$ cat src/rtl/alu_dispatch_pkg.sv
// rtl/alu_dispatch_pkg.sv - ALU function codes, dispatcher state encodings and operand sanitising helpers
package alu_dispatch_pkg;

    localparam logic [2:0] ALU_ADDSUB = 3'd0;
    localparam logic [2:0] ALU_SLL    = 3'd1;
    localparam logic [2:0] ALU_SLT    = 3'd2;
    localparam logic [2:0] ALU_SLTU   = 3'd3;
    localparam logic [2:0] ALU_XOR    = 3'd4;
    localparam logic [2:0] ALU_SRLA   = 3'd5;
    localparam logic [2:0] ALU_OR     = 3'd6;
    localparam logic [2:0] ALU_AND    = 3'd7;

    localparam logic [2:0] DSP_IDLE  = 3'd0;
    localparam logic [2:0] DSP_ISSUE = 3'd1;
    localparam logic [2:0] DSP_WAIT  = 3'd2;
    localparam logic [2:0] DSP_DRAIN = 3'd3;
    localparam logic [2:0] DSP_WB    = 3'd4;

    typedef enum logic [2:0] {
        ST_IDLE  = DSP_IDLE,
        ST_ISSUE = DSP_ISSUE,
        ST_WAIT  = DSP_WAIT,
        ST_DRAIN = DSP_DRAIN,
        ST_WB    = DSP_WB
    } dsp_state_e;

    // Immediate forms have no SUBI; only SRAI keeps its arithmetic-select bit.
    function automatic logic [6:0] sanitise_fun7(input logic [2:0] fun3,
                                                 input logic [6:0] fun7,
                                                 input logic       is_imm);
        if (!is_imm)
            return fun7;
        if (fun3 == ALU_SRLA)
            return {1'b0, fun7[5], 5'b0};
        return 7'd0;
    endfunction

    function automatic logic [31:0] sanitise_rs2(input logic [2:0]  fun3,
                                                 input logic [31:0] b);
        if ((fun3 == ALU_SLL) || (fun3 == ALU_SRLA))
            return {27'b0, b[4:0]};
        return b;
    endfunction

endpackage

$ cat src/rtl/alu_dispatch_wdt.sv
// rtl/alu_dispatch_wdt.sv - saturating timeout counter for the ALU done wait
module alu_dispatch_wdt #(
    parameter int TIMEOUT_CYC = 16,
    parameter int CNT_W       = 5
) (
    input  logic clk,
    input  logic rst_n,
    input  logic clr,
    input  logic en,
    output logic expired
);

    logic [CNT_W-1:0] cnt;

    always_ff @(posedge clk or negedge rst_n) begin
        if (!rst_n) begin
            cnt <= '0;
        end else if (clr) begin
            cnt <= '0;
        end else if (en && (cnt != {CNT_W{1'b1}})) begin
            cnt <= cnt + 1'b1;
        end
    end

    // Fires on the cycle that would bring the count to TIMEOUT_CYC.
    assign expired = en && (cnt >= CNT_W'(TIMEOUT_CYC - 1));

endmodule

$ cat src/rtl/alu_dispatch.sv
// rtl/alu_dispatch.sv - execute-stage initiator for the ALU start/done handshake with writeback port
module alu_dispatch
    import alu_dispatch_pkg::*;
#(
    parameter int TIMEOUT_CYC = 16,
    parameter int CNT_W       = 5
) (
    input  logic        clk,
    input  logic        rst_n,
    input  logic        in_valid,
    output logic        in_ready,
    input  logic [2:0]  in_fun3,
    input  logic [6:0]  in_fun7,
    input  logic        in_is_imm,
    input  logic [31:0] in_a,
    input  logic [31:0] in_b,
    input  logic [4:0]  in_rd,
    output logic        alu_start,
    output logic [2:0]  alu_fun3,
    output logic [6:0]  alu_fun7,
    output logic [31:0] alu_rs1,
    output logic [31:0] alu_rs2,
    input  logic [31:0] alu_res,
    input  logic        alu_zero,
    input  logic        alu_neg,
    input  logic        alu_done,
    output logic        wb_valid,
    input  logic        wb_ready,
    output logic [4:0]  wb_rd,
    output logic [31:0] wb_data,
    output logic        wb_zero,
    output logic        wb_neg,
    output logic        wb_err
);

    dsp_state_e  state;
    logic        rdy_en;
    logic [4:0]  rd_q;
    logic        wdt_clr;
    logic        wdt_en;
    logic        wdt_expired;
    logic        accept;

    alu_dispatch_wdt #(
        .TIMEOUT_CYC (TIMEOUT_CYC),
        .CNT_W       (CNT_W)
    ) u_wdt (
        .clk     (clk),
        .rst_n   (rst_n),
        .clr     (wdt_clr),
        .en      (wdt_en),
        .expired (wdt_expired)
    );

    assign wdt_en  = (state == ST_WAIT);
    assign wdt_clr = (state != ST_WAIT) || alu_done || wdt_expired;

    // rdy_en keeps in_ready low until the first clock after reset release.
    assign in_ready = ((state == ST_IDLE) && rdy_en) || ((state == ST_WB) && wb_ready);
    assign accept   = in_valid && in_ready;

    always_ff @(posedge clk or negedge rst_n) begin
        if (!rst_n) begin
            state     <= ST_IDLE;
            rdy_en    <= 1'b0;
            rd_q      <= '0;
            alu_start <= 1'b0;
            alu_fun3  <= '0;
            alu_fun7  <= '0;
            alu_rs1   <= '0;
            alu_rs2   <= '0;
            wb_valid  <= 1'b0;
            wb_rd     <= '0;
            wb_data   <= '0;
            wb_zero   <= 1'b0;
            wb_neg    <= 1'b0;
            wb_err    <= 1'b0;
        end else begin
            rdy_en <= 1'b1;
            if (accept) begin
                alu_fun3 <= in_fun3;
                alu_fun7 <= sanitise_fun7(in_fun3, in_fun7, in_is_imm);
                alu_rs1  <= in_a;
                alu_rs2  <= sanitise_rs2(in_fun3, in_b);
                rd_q     <= in_rd;
            end
            case (state)
                ST_IDLE: begin
                    if (accept)
                        state <= ST_ISSUE;
                end
                ST_ISSUE: begin
                    alu_start <= 1'b1;
                    state     <= ST_WAIT;
                end
                ST_WAIT: begin
                    if (alu_done) begin
                        alu_start <= 1'b0;
                        wb_data   <= alu_res;
                        wb_zero   <= alu_zero;
                        wb_neg    <= alu_neg;
                        wb_err    <= 1'b0;
                        state     <= ST_DRAIN;
                    end else if (wdt_expired) begin
                        alu_start <= 1'b0;
                        wb_data   <= '0;
                        wb_zero   <= 1'b0;
                        wb_neg    <= 1'b0;
                        wb_err    <= 1'b1;
                        state     <= ST_DRAIN;
                    end
                end
                ST_DRAIN: begin
                    // Waiting for done to fall guarantees the next start is a fresh edge.
                    if (!alu_done) begin
                        wb_valid <= 1'b1;
                        wb_rd    <= rd_q;
                        state    <= ST_WB;
                    end
                end
                ST_WB: begin
                    if (wb_ready) begin
                        wb_valid <= 1'b0;
                        state    <= in_valid ? ST_ISSUE : ST_IDLE;
                    end
                end
                default: begin
                    alu_start <= 1'b0;
                    wb_valid  <= 1'b0;
                    state     <= ST_IDLE;
                end
            endcase
        end
    end

endmodule

$ cat config.mk
export PLATFORM = sky130hd
export DESIGN_NAME = alu_dispatch
export DESIGN_NICKNAME = d
export VERILOG_FILES = /design/src/rtl/alu_dispatch_pkg.sv /design/src/rtl/alu_dispatch_wdt.sv /design/src/rtl/alu_dispatch.sv
export SDC_FILE = /design/constraint.sdc
export NUM_CORES = 1
export LEC_CHECK = 0
export ABC_AREA = 1
export BUFFER_PORTS_ARGS = -buffer_cell sky130_fd_sc_hd__buf_2
export CORE_ASPECT_RATIO = 2
export CORE_MARGIN = 5
export CORE_UTILIZATION = 25
export DETAILED_ROUTE_END_ITERATION = 10
export SLEW_MARGIN = 30
export SYNTH_ARGS = -nofsm -noshare
export SYNTH_HDL_FRONTEND = slang
export SYNTH_SLANG_ARGS = --single-unit
$ cat constraint.sdc
create_clock -name clk -period 2.25 [get_ports clk]
set_clock_uncertainty 0.05 [all_clocks]
set_input_delay 0.45 -clock clk [delete_from_list [all_inputs] [get_ports clk]]
set_output_delay 0.45 -clock clk [all_outputs]
set_load 0.005 [all_outputs]
==> flow_summary.yaml <==
die:
  ios: 236
  design.core.area_sq_um: 20800
  placementRows: 75
  fp.dieH_um: 215
  die_area_sq_um: 24200
  start_util_pct: 25.2
  dieWidth_um: 112
worst_setup_path:
  start_kind: "flop"
  required_ps: 1750
  crit_cells: 4
  cp_max_fo: 5
  crit_type: "reg2out"
  arrival_ps: 1350
  cpLargestDelayFamily: "flip-flops"
  path_buf_inv: 1
  ff2ff_path_depth: 8
  worstSetupEndpointType: "primary output"
  slowest_stage: "dfrtp_1"
  slowest_delay_ps: 450
  path_cells: "nor2_4 > nand3_1 > nand2_2 > buf_2"
synthesis:
  yosys_warnings: 0
  synth.distinct_cells: 25
  synth_area_leaders: "dfrtp_1 (62%), nand2_1 (21%), nand3_1 (3.8%)"
  synth_nets: 701
  synth_cells: 579
  synth_top_area_cell: "dfrtp_1"
  ys_ff_latch: 130
  netlist_area_sq_um: 5250
  avgSynthCellArea_sq_um: 9.07
  yosysSeqAreaShare_pct: 61.9
  yosys.area.top_type_share_pct: 61.9
cts:
  cts_root_buf: "clkbuf_16"
  cts_max_level: 4
  clk_path_buf_depth: 2
  ctsHoldBuffers: 1
  numCtsBuffers: 17
  clk_pin_slew_ps: 60
  post_cts_buffers: 0
  clock_sinks: 130
  clock_latency_ps: 410
  tritoncts: "built"
  cts_resized: 0
min_path:
  hold_path_class: "in2reg"
  holdPathStages: 3
detailed_routing:
  drt-total-wl_um: 15700
  drc: 0
  drtIter0Drc: 228
  vias: 4590
  viasPerCell: 4.18
  ant_nets: 0
  firstDrtPassIters: 5
  wl_per_cell_um: 14.3
sta:
  finalSetupViolCount: 0
  fin_crit_sh_pct: 82.3
  max_freq_ghz: 0.540
  rsz0062_at_grt: "no"
  final-hold-violation-count: 0
  tns_ps: 0
  period_needed_ps: 1850
  worstMarginPinSlew_ps: 602
  finalWorstSetupSlack_ps: 399
  slew_headroom_pct: 59.8
  slew_viol_final: 0
power_and_ir_drop:
  ir_drop_mv: 0.478
  power.total_uw: 9660
  cellPowerDensity_nw_per_um2: 1320
  leakagePower_uw: 0.00414
finish:
  drive_gt1_share_pct: 34.3
  syn2layout_area_growth_pct: 39.0
  nets: 938
  antenna-diode-count: 0
placed_design:
  hpwlAfterDp_um: 11700
  place_congestion: 0.775
  pre_cts_ws_ps: 409
  io_buffers: 235
global_routing:
  grt_max_degree: 54
  globalRouteOverflowTotal: 0
  grt_usage_pct: 13.1
  grt_pass1_wl_um: 25200
  antenna_found_initial: 2
  grt_pass1_vias: 4793
outcome:
  status: "complete, no violations"
flow_run:
  cap_viol_max_count: 0
==> routing by layer <==
layer,wire length [um],track usage [%]
met1,5730,13.4
met2,8590,24.5
met3,933,3.41
met4,403,5.94
met5,27,0
==> cell usage after synthesis <==
library cell,n
buf_6,10
inv_1,12
dfrtp_1,130
conb_1,1
o21ai_1,5
buf_4,4
o21ai_0,36
clkinv_1,1
nand3_1,40
clkbuf_1,5
mux2_2,4
xor2_1,2
nand2_1,290
nor2_1,12
and3_1,1
or2_2,1
inv_2,2
nor3_1,2
buf_2,8
nand3b_1,1
ha_1,3
nand2_4,2
nand2_2,3
a21oi_1,3
nor2_4,1
==> worst register-to-register path, stage by stage, from the launching register on <==
cell	delay, ps
dfrtp_1	400
ha_1	220
and3_1	170
ha_1	180
nor2_1	80
o21ai_0	130
nor2_1	230
inv_1	140
nor3_1	160
==> through the flow <==
step                instance area (sq um)  hold WS, ps  cells  util (%)
finish                               7300          179   1098      35.0
global route                         7300          172   1098      35.0
CTS                                  7300          160   1098      35.0
detailed placement                   6700          377   1065      32.2
global placement                     6700          381   1065      32.2
floorplan                            5250          104    579         -
==> logic make-up (layout without fill, tap and decap cells) <==
group | Yosys count | in the layout | share of synthesized area [%]
AND/OR/NAND/NOR | 353 | 353 | 27.0
flip-flops | 130 | 130 | 61.9
AO/OA/AOI/OAI | 44 | 44 | 4.19
buffers and inverters | 42 | 292 | 4.91
multiplexers | 4 | 4 | 0.858
adder cells (fa/ha/maj) | 3 | 3 | 0.715
XOR/XNOR | 2 | 2 | 0.334
other | 1 | 1 | 0.0714
==> path summary, 6_finish.rpt <==
kind / slack [ps] / from / end
max in group asynchronous: 1030 / rst_n / wb_rd[4]$_DFFE_PN0P_
min in group asynchronous: 500 / rst_n / alu_rs1[11]$_DFFE_PN0P_
max: 400 / state[1]$_DFFE_PN0P_ / in_ready
min reg2reg: 420 / alu_rs1[28]$_DFFE_PN0P_ / alu_rs1[28]$_DFFE_PN0P_
max reg2reg: 400 / u_wdt.cnt[0]$_DFFE_PN0P_ / u_wdt.cnt[4]$_DFFE_PN0P_
min: 180 / in_a[1] / alu_rs1[1]$_DFFE_PN0P_
==> power breakdown <==
part           total, uW  switching [uW]  internal [uW]
clock               2790            1020           1770
combinational       2940            1600           1340
sequential          3930             554           3370
total               9660            3170           6490
==> layout make-up <==
class / instances / area, sq um
clock buffer: 23 / 458
sequential: 130 / 3250
multi-input combinational: 407 / 1740
fill: 2224 / 13500
timing repair buffer: 245 / 1320
tap: 269 / 337
inverter: 15 / 56.3
clock inverter: 9 / 131
==> registers in the layout (all words and copies together), names as in the netlist <==
register,cells
wb_data,32
rd_q,5
rdy_en,1
alu_rs2,32
u_wdt.cnt,5
wb_err,1
wb_neg,1
alu_fun3,3
wb_valid,1
wb_zero,1
alu_rs1,32
alu_fun7,7
alu_start,1
wb_rd,5
state,3
==> cell usage in the layout, fill, tap and decap left out, drive strengths merged, types with 2 or more instances in the layout <==
cell        n
nand2     295
buf       244
dfrtp     130
o21ai      41
nand3      40
clkbuf     23
inv        14
nor2       13
mux2        4
clkinv      4
a21oi       3
ha          3
clkinvlp    3
bufinv      3
xor2        2
nor3        2
Note: power is estimated with default switching activity, not from simulation.
